$ cat config.mk
export PLATFORM = sky130hd
export DESIGN_NAME = run_ctrl
export DESIGN_NICKNAME = d
export VERILOG_FILES = /design/src/rtl/run_ctrl.sv
export SDC_FILE = /design/constraint.sdc
export NUM_CORES = 1
export LEC_CHECK = 0
export ABC_AREA = 1
export ABC_CLOCK_PERIOD_IN_PS = 4500
export BUFFER_PORTS_ARGS = -buffer_cell sky130_fd_sc_hd__buf_2
export CORE_MARGIN = 5
export CORE_UTILIZATION = 40
export CTS_CLUSTER_DIAMETER = 40
export DETAILED_ROUTE_END_ITERATION = 10
export PLACE_DENSITY_LB_ADDON = 0.08
export SLEW_MARGIN = 20
export SYNTH_ARGS = -nofsm -noshare
export SYNTH_HDL_FRONTEND = slang
export SYNTH_SLANG_ARGS = --single-unit
$ cat constraint.sdc
create_clock -name i_clk -period 4.5 [get_ports i_clk]
set_clock_uncertainty 0.15 [all_clocks]
set_input_delay 1.35 -clock i_clk [delete_from_list [all_inputs] [get_ports i_clk]]
set_output_delay 1.35 -clock i_clk [all_outputs]
set_load 0.02 [all_outputs]
$ cat src/rtl/run_ctrl.sv
// Run-control responder: holds the core in reset while armed, launches on start falling,
// freezes on halt or watchdog expiry, and reports cycle count, halt PC and done status.
module run_ctrl #(
    parameter int          PC_W        = 10,
    parameter int          CNT_W       = 16,
    parameter int unsigned WDOG_CYCLES = 4096
) (
    input  logic             i_clk,
    input  logic             i_rst,
    input  logic             i_start,
    input  logic             i_halt_req,
    input  logic [PC_W-1:0]  i_pc_in,
    output logic             o_pc_reset,
    output logic             o_pc_en,
    output logic             o_wr_inhibit,
    output logic             o_busy,
    output logic             o_halt,
    output logic             o_timeout,
    output logic [CNT_W-1:0] o_cycle_cnt,
    output logic [PC_W-1:0]  o_halt_pc
);

    typedef enum logic [1:0] {
        S_IDLE  = 2'd0,
        S_ARMED = 2'd1,
        S_RUN   = 2'd2,
        S_DONE  = 2'd3
    } state_t;

    localparam int unsigned WD_LAST = (WDOG_CYCLES == 0) ? 0 : WDOG_CYCLES - 1;

    state_t            r_state;
    state_t            w_state_next;
    logic              r_halt;
    logic              r_timeout;
    logic [CNT_W-1:0]  r_cycle_cnt;
    logic [PC_W-1:0]   r_halt_pc;
    logic [CNT_W-1:0]  w_cnt_inc;
    logic              w_wdog_hit;

    assign w_cnt_inc  = (&r_cycle_cnt) ? r_cycle_cnt
                                       : r_cycle_cnt + {{(CNT_W-1){1'b0}}, 1'b1};
    assign w_wdog_hit = (WDOG_CYCLES != 0) && (32'(r_cycle_cnt) == WD_LAST);

    always_ff @(posedge i_clk or posedge i_rst) begin
        if (i_rst) begin
            r_state <= S_IDLE;
        end else begin
            r_state <= w_state_next;
        end
    end

    // Core-facing enables are decoded so a halt instruction is suppressed in its own cycle.
    always_comb begin
        w_state_next = r_state;
        o_pc_reset   = 1'b0;
        o_pc_en      = 1'b0;
        o_wr_inhibit = 1'b1;
        o_busy       = 1'b0;
        case (r_state)
            S_IDLE: begin
                o_pc_reset = 1'b1;
                if (i_start) begin
                    w_state_next = S_ARMED;
                end
            end
            S_ARMED: begin
                o_pc_reset = 1'b1;
                if (!i_start) begin
                    w_state_next = S_RUN;
                end
            end
            S_RUN: begin
                o_busy       = 1'b1;
                o_pc_en      = !i_halt_req;
                o_wr_inhibit = i_halt_req;
                if (i_start) begin
                    w_state_next = S_ARMED;
                end else if (i_halt_req || w_wdog_hit) begin
                    w_state_next = S_DONE;
                end
            end
            S_DONE: begin
                if (i_start) begin
                    w_state_next = S_ARMED;
                end
            end
            default: begin
                w_state_next = S_IDLE;
            end
        endcase
    end

    // Status registers: cleared whenever the controller (re)arms, updated while running.
    always_ff @(posedge i_clk or posedge i_rst) begin
        if (i_rst) begin
            r_halt      <= 1'b0;
            r_timeout   <= 1'b0;
            r_cycle_cnt <= '0;
            r_halt_pc   <= '0;
        end else if (w_state_next == S_ARMED) begin
            r_halt      <= 1'b0;
            r_timeout   <= 1'b0;
            r_cycle_cnt <= '0;
        end else if (r_state == S_RUN) begin
            r_cycle_cnt <= w_cnt_inc;
            if (w_state_next == S_DONE) begin
                r_halt    <= 1'b1;
                r_timeout <= !i_halt_req;
                r_halt_pc <= i_pc_in;
            end
        end
    end

    assign o_halt      = r_halt;
    assign o_timeout   = r_timeout;
    assign o_cycle_cnt = r_cycle_cnt;
    assign o_halt_pc   = r_halt_pc;

endmodule

## After elaboration in Yosys (flattened, before gate mapping)

Index checks and enable logic that the tools add are counted.

- $add $sub $neg: 1
- Multiply operators: 0
- Divide/modulo/power cells: 0
- Order comparisons: 0
- Eq/ne operators: 7
- Shift operators: 0
- Multiplexer cells: 18
- Bitwise operators: 1
- Reductions and logical operators: 11

Operator list:

| kind | number |
|---|---|
| 16-bit 2-to-1 mux | 3 |
| 16-bit by 1-bit adder with 16-bit output, second input constant | 1 |
| 16-bit by 12-bit equality test with 1-bit output, second input constant | 1 |
| 16-bit AND reduction | 1 |
| 1-bit 2-to-1 mux | 10 |
| 2-bit 2-to-1 mux | 4 |
| 2-bit equality test, second input constant | 3 |
| 2-bit one-hot mux with 3 select lines | 1 |
| 2-bit by 1-bit equality test with 1-bit output, second input constant | 2 |
| 2-bit AND reduction | 2 |
| 2-bit nonzero test | 2 |
| 2-bit OR reduction | 2 |
| 3-bit AND reduction | 1 |
| 2-bit logical NOT | 1 |
| 2-bit by 1-bit inequality test with 1-bit output, second input constant | 1 |
| 1-bit logical NOT | 1 |
| 1-bit logical OR | 1 |
| 1-bit inverter | 1 |

- Register bits: 30
- Bits in latches: 0
- Memory bits (writable): 0
- Bits in read-only memories: 0
- Bits of input ports: 14
- Memories: 0

## Logic depth before layout (Yosys ltp)

Gate-level depths: netlist (run 1).

- Word-level depth: 9
- Depth in mapped cells: 13

## Worst setup path after synthesis (run 1)

No wires, ideal clock.

- Kind: input to output
- Start: input port i_halt_req
- End: output port o_wr_inhibit
- Data arrival time: 1.874 ns
- Data required time: 3.000 ns
- Path slack: 1.126 ns
- Cell stages on the path: 2
- Cell sequence: nor2_1 inv_1

- Cells in the longest elaborated chain, start to end: 1

RTL lines:

| item | RTL line | RTL |
|---|---|---|
| start, declared | 11 | `input logic i_halt_req,` |
| 1-bit 2-to-1 mux | 60 | `case (r_state)` |
| end, declared | 15 | `output logic o_wr_inhibit,` |

Every way passes these cells.

## Worst setup path after layout (run 1)

Ends and elaborated chain as after synthesis.

==> metrics.md, run 1 <==
| Metric | Value |
|---|---|
| Status | completed |
| Die ar. | 6030 um2 |
| Worst slew pin tran | 665 ps |
| R2r worst-path depth | 10 |
| RSZ-0062 raised after global routing | false |
| Clk buf depth | 2 |
| Clock H-tree levels | 2 |
| Crit Path Category | input port to output pin |
| Distinct cells, synth | 29 |
| CTS tree | done |
| GP Congestion | 0.771 |
| Io pins | 46 |
| Die height | 77.6 um |
| Clk pin slew, worst setup/hold paths | 60 ps |
| CTS Buf Count | 5 |
| Post-Syn Area | 1830 um2 |
| Met1 wire length | 1880 um |
| Final Slew Violations | 0 |
| Comb pwr share | 0.442 |
| Drt first pass iters | 4 |
| Clk network pwr share | 0.266 |
| Clock Latency Late Sink | 280 ps |
| Number of setup buffers added after CTS | 0 |
| Cts-stage hold buffer count | 0 |
| NetSw | 0.536 mW |
| Cell Int Power | 0.751 mW |
| Hold Startpoint | o_timeout |
| Crit path max fanout | 2 |
| Reg2Reg Capture Point | o_cycle_cnt[15] |
| Footprint of the multi-input gates | 855 um2 |
| RR Startpoint | r_state[0] |
| Layout cell share with drive strength beyond 1 | 0.279 |
| Tcrit/Tclk final | 0.727 |
| Startpoint types | input port |
| Root buf cell | clkbuf_8 |
| Post-Route WL | 3960 um |
| R2r setup slk | 2070 ps |
| Post-CTS Resized | 0 |
| Die width | 77.6 um |
| WL/cell | 11.7 um |
| Endpoints failing setup | 0 |
| Antenna Nets Post-Route | 0 |
| Met3 routed WL | 233 um |
| Syn Inst Count | 239 |
| Max Cap Viol | 0 |
| Fin. Hold Viols | 0 |
| N_diodes | 0 |
| Hold Crit Class | register to register |
| PortBufs | 45 |
| WL met2 | 1800 um |
| Leak | 1.19 nW |
| First-pass GRT wire length | 6810 um |
| Final #Nets | 304 |
| CTS sink cnt | 30 |
| Fillers | 446 |
| Most frequent cells in the layout | nand2_1 (74), buf_2 (45), inv_1 (43) |
| Synth Register Bits | 30 |
| Syn Nets | 257 |
| Initial antenna violation count | 0 |
| Finished Core Util | 0.505 |
| FMAX | 306 MHz |
| Sequential cell area | 751 um2 |
| Setup TNS | 0 ps |
| Initial Util | 0.417 |
| Cell Rows | 24 |
| Critical Path Sink Type | output pin |
| Congestion Overflow GR | 0 |
| 1st-iter DRT viols | 32 |
| PwrDens | 582 nW/um2 |
| GRT Overall Usage | 0.138 |
| Post-route minimum period | 3270 ps |
| Slew HR | 0.557 |
| Largest net degree at the start of global routing | 31 |
| Drt via density | 4.59 |
| Crit path arrival time | 1770 ps |
| Vias in the first global route | 1,499 |
| Number of synthesis warnings | 0 |
| Register area share after synthesis | 0.410 |
| Drt drc | 0 |
| Req. time, crit path | 3000 ps |
| Area Growth Syn to Fin | 20.9% |
| DP Wirelength | 2830 um |
| Max VDD drop | 0.221 mV |
| Most common cell after layout, fill and taps aside | nand2_1 |
| Core Area | 4380 um2 |
| WHS Endpoint | o_timeout |
| Switching portion of total power | 0.416 |
| Avg Inst Size Synth | 7.65 um2 |
| Top sig layer | met4 |
| Hold path depth | 2 |
| Routed via count | 1,557 |
| Sequential share of power | 0.291 |
## metal layers
| metal | GRT usage | vias to the layer above |
|---|---|---|
| met4 | 0.0412 | 0 |
| met1 | 0.170 | 696 |
| met3 | 0.0463 | 5 |
| met2 | 0.226 | 32 |
| li1 | - | 824 |
| met5 | 0 | - |
## worst max-delay path: stages
cell and delay [ps]:
buf_2 100, nor2_1 120, inv_1 50, buf_2 150
## state kept, by name, summed over array words and instances, names as in the netlist
name,count
o_cycle_cnt,16
o_halt,1
o_halt_pc,10
o_timeout,1
r_state,2
## through the flow
| stage | hold slack [ps] | power (mW) | setup WS, ps | std cells | instance area [um2] |
|---|---|---|---|---|---|
| 4_1_cts | 332 | 1.31 | 1230 | 339 | 2200 |
| 3_5_place_dp | 315 | 0.961 | 1230 | 331 | 2060 |
| 5_1_grt | 357 | 1.39 | 1160 | 339 | 2210 |
| 6_report | 327 | 1.29 | 1230 | 339 | 2210 |
| 2_1_floorplan | 432 | 0.865 | 1130 | 239 | 1830 |
| 3_3_place_gp | 324 | 0.953 | 1240 | 331 | 2060 |
## cells in the mapped netlist (all sizes together)
| cell | count | area share |
|---|---|---|
| nand3 | 17 | 0.056 |
| buf | 5 | 0.029 |
| nand2 | 81 | 0.18 |
| nor3 | 6 | 0.016 |
| dfrtp | 30 | 0.41 |
| a31o | 1 | 0.0048 |
| nand4 | 4 | 0.014 |
| ha | 4 | 0.027 |
| xor2 | 1 | 0.0048 |
| clkinv | 1 | 0.0027 |
| nor2 | 22 | 0.071 |
| inv | 43 | 0.088 |
| o21bai | 11 | 0.045 |
| clkbuf | 1 | 0.0075 |
| a31oi | 1 | 0.0068 |
| a21oi | 6 | 0.016 |
| nor4 | 1 | 0.0034 |
| xnor2 | 1 | 0.0048 |
| or2 | 2 | 0.0068 |
| nand2b | 1 | 0.0034 |
## worst max-delay path by stage
| stage | start | endpoint | slack (ps) | depth (start not counted) |
|---|---|---|---|---|
| floorplan | i_halt_req | o_wr_inhibit | 1130 | 2 |
| CTS | i_halt_req | o_wr_inhibit | 1230 | 4 |
| finish | i_halt_req | o_wr_inhibit | 1230 | 4 |
| global route | r_state[0] | o_wr_inhibit | 1160 | 6 |
| detailed placement | i_halt_req | o_wr_inhibit | 1230 | 4 |
| global placement | i_halt_req | o_wr_inhibit | 1240 | 4 |
## power groups by stage
| stage | combinational (mW) | clock [mW] | sequential, mW |
|---|---|---|---|
| after floorplan | 0.415 | 0 | 0.450 |
| after global placement | 0.573 | 0 | 0.379 |
| after detailed placement | 0.579 | 0 | 0.382 |
| after CTS | 0.580 | 0.352 | 0.376 |
| after global routing | 0.637 | 0.361 | 0.389 |
| final | 0.569 | 0.343 | 0.375 |
## cells by family (layout without fill, tap and decap cells)
kind of cell	Yosys count	in the layout	synth area share
fa+ha+maj	4	4	0.0274
xor+xnor	2	2	0.00958
buf+inv	50	98	0.127
flops	30	30	0.410
compound gates	19	19	0.0732
simple gates	134	134	0.352
## final cells by class
type | instances | area share
clock buffers | 6 | 0.0373
clock inverters | 2 | 0.0271
inverters | 44 | 0.0752
multi-input cells | 159 | 0.386
flip-flops and latches | 30 | 0.339
well taps | 52 | 0.0294
repair buffers | 46 | 0.105
No activity file was read; power rests on OpenSTA's default activity.
==> run 2, diff against run 1 <==
--- a/config.mk
+++ b/config.mk
@@ -5,8 +5,8 @@
 export SDC_FILE = /design/constraint.sdc
 export NUM_CORES = 1
 export LEC_CHECK = 0
-export ABC_AREA = 1
-export ABC_CLOCK_PERIOD_IN_PS = 4500
+export ABC_AREA = 0
+export ABC_CLOCK_PERIOD_IN_PS = 3250
 export BUFFER_PORTS_ARGS = -buffer_cell sky130_fd_sc_hd__buf_2
 export CORE_MARGIN = 5
 export CORE_UTILIZATION = 40
==> constraint.sdc (replaced) <==
create_clock -name i_clk -period 3.25 [get_ports i_clk]
set_clock_uncertainty 0.15 [all_clocks]
set_input_delay 0.975 -clock i_clk [delete_from_list [all_inputs] [get_ports i_clk]]
set_output_delay 0.975 -clock i_clk [all_outputs]
set_load 0.02 [all_outputs]
==> metrics.md, run 2 <==
| Metric | Value |
|---|---|
| Endpoints failing setup | 0 (unchanged) |
| Syn Nets | 159 (-38%) |
| Post-Syn Area | 1560 um2 (-15%) |
| Max reg flops | 16 (unchanged) |
| Area contributors post-synth | dfrtp_1 (48%), mux2_1 (6.5%), xnor2_1 (5.6%) |
| Drt drc | 0 (unchanged) |
| Drt first pass iters | 4 (unchanged) |
| Hold Slack | 335 ps (+7.82 ps) |
| Clock Latency Late Sink | 280 ps (about the same) |
| DP Wirelength | 2570 um (-9.2%) |
| Met2 Use GR | 0.230 (+0.00331) |
| Top_reg_cell synth | dfrtp_1 |
| Die height | 72.5 um (-6.7%) |
| DP Worst Slack | 380 ps (-849 ps) |
| CTS sink cnt | 30 (unchanged) |
| Drt via density | 5.19 (+13%) |
| Final Slew Violations | 0 (unchanged) |
| Cell taking the most area after synthesis | dfrtp_1 |
| Synth Register Bits | 30 (unchanged) |
| Routed via count | 1,256 (-19%) |
| Max Cap Viol | 0 (unchanged) |
| Distinct cells, synth | 38 (+31%) |
| 1st-iter DRT viols | 66 (+110%) |
| Cell Rows | 22 (-8.3%) |
| Congestion Overflow GR | 0 (unchanged) |
| GP Congestion | 0.856 (+11%) |
| Finished Core Util | 0.521 (+0.0166) |
| GR peak layer | met2 |
| Crit path max fanout | 11 (+9) |
| Status | completed |
| Post-CTS Resized | 0 (unchanged) |
| Startpoint types | register |
| RSZ-0062 raised after global routing | false |
| FMAX | 351 MHz |
| Worst slew pin tran | 916 ps (+252 ps) |
| Cts-stage hold buffer count | 0 (unchanged) |
| Initial antenna violation count | 0 (unchanged) |
| Number of setup buffers added after CTS | 0 (unchanged) |
| Largest net degree at the start of global routing | 31 (unchanged) |
| Post-synth top area share | 0.481 (+0.0708) |
| Avg Inst Size Synth | 11.1 um2 (+45%) |
| Slew HR | 0.383 (-0.173) |
| Critical Path Sink Type | register |
| Top-count cell post-synth | dfrtp_1 |
| Crit path arrival time | 2860 ps (+1090 ps) |
| Final #Nets | 211 (-31%) |
| Number of synthesis warnings | 0 (unchanged) |
| Fillers | 346 (-22%) |
| Area Growth Syn to Fin | 24.1% |
| Synth top cells by count | dfrtp_1 (30), nor2_1 (21), xnor2_1 (10) |
| EDFF count, synth | 0 (unchanged) |
| Vias in the first global route | 1,263 (-16%) |
| Post-route minimum period | 2850 ps |
| Most common cell after layout, fill and taps aside | buf_2 |
| Most frequent cells in the layout | buf_2 (45), dfrtp_1 (30), nor2_1 (21) |
| Clk buf depth | 2 (unchanged) |
| Grt met3 use | 0.0429 (-0.00336) |
| PwrDens | 712 nW/um2 (+22%) |
| Fin. Hold Viols | 0 (unchanged) |
| Met1 usage in global routing | 0.168 (-0.00188) |
| CTS tree | done |
| Asr flop ratio synth | 1.00 (unchanged) |
| Initial Util | 0.420 (+0.00263) |
| Post-Route WL | 3340 um (-15%) |
| Clk pin slew, worst setup/hold paths | 70 ps (about the same) |
| Tcrit/Tclk final | 0.877 |
| N_diodes | 0 (unchanged) |
| Syn Inst Count | 141 (-41%) |
| Max VDD drop | 0.290 mV (+32%) |
| Setup TNS | 0 ps (unchanged) |
| Final worst-path setup slack | 401 ps (-828 ps) |
| Crit Path Category | register to register |
| Design Area, Final | 1940 um2 (-12%) |
| Register area share after synthesis | 0.481 (+0.0708) |
| Post-DP Area | 1840 um2 (-11%) |
| Root buf cell | clkbuf_8 |
| Die width | 72.5 um (-6.7%) |
| Antenna Nets Post-Route | 0 (unchanged) |
| First-pass GRT wire length | 5650 um (-17%) |
| WL/cell | 13.8 um (+18%) |
| Layout cell share with drive strength beyond 1 | 0.340 (+0.0615) |
| Core Area | 3720 um2 (-15%) |
| Clock H-tree levels | 2 (unchanged) |
| Die ar. | 5250 um2 (-13%) |
| Req. time, crit path | 3260 ps (+260 ps) |
| Leak | 0.913 nW (-23%) |
| Io pins | 46 (unchanged) |
| Hold Crit Class | register to register |
| PortBufs | 45 (unchanged) |
| GRT Overall Usage | 0.136 (-0.00137) |
| CTS Buf Count | 5 (unchanged) |
run 2: changes by cell type in the layout (fill, tap and decap cells not counted), sizes merged, moves of 3 or more:
cell / change
o21bai: -11
nand2: -76
xnor2: +9
inv: -37
xor2: +4
nand4: +4
a21oi: -3
mux2: +10
nand3: -12
nand2b: +3
run 2: path summary, 6_finish.rpt:
check                        startpoint         endpoint  slack [ps]  cells past startpoint
setup / recovery             r_state[0]     o_halt_pc[1]         400                      7
hold / removal             o_halt_pc[4]     o_halt_pc[4]         330                      1
setup reg to reg             r_state[0]     o_halt_pc[1]         400                      7
hold reg to reg            o_halt_pc[4]     o_halt_pc[4]         330                      1
max in group asynchronous         i_rst  o_cycle_cnt[11]        2050                      3
min in group asynchronous         i_rst   o_cycle_cnt[4]         610                      3
run 2: area by class of cell:
| cell class | count | area [um2] | share of cell area |
|---|---|---|---|
| inverters | 6 | 22.5 | 0.0116 |
| flip-flops and latches | 30 | 751 | 0.388 |
| well taps | 48 | 60.1 | 0.0310 |
| clock inverters | 2 | 12.5 | 0.00646 |
| repair buffers | 47 | 240 | 0.124 |
| multi-input cells | 103 | 768 | 0.397 |
| clock buffers | 6 | 82.6 | 0.0426 |
run 2: cells by family after synthesis:
logic type | synth area share
AO/OA/AOI/OAI | 0.0882
XOR/XNOR | 0.0842
flip-flops | 0.481
multiplexers | 0.0786
buffers and inverters | 0.0265
adder cells (fa/ha/maj) | 0.0321
AND/OR/NAND/NOR | 0.209
run 2: critical path, stage by stage (launching register included):
cell and delay [ps]:
dfrtp_1 420, inv_1 100, ha_1 400, nand2b_1 220
o22ai_2 130, o21a_1 200, nor3_2 710, mux2_2 410
run 2: per-layer routing:
metal | vias up | wire, um
met2 | 30 | 1590
met4 | 0 | 29
met3 | 4 | 202
met1 | 620 | 1520
met5 | - | 0
li1 | 602 | -
run 2: through the flow:
step,power (mW),instances
floorplan,0.924,141
global placement,1.06,234
detailed placement,1.09,234
CTS,1.40,242
global route,1.47,242
finish,1.38,242
run 2: power by group:
part	switching, mW	internal (mW)
Sequential	0.0534	0.460
Combinational	0.354	0.207
Clock	0.136	0.170
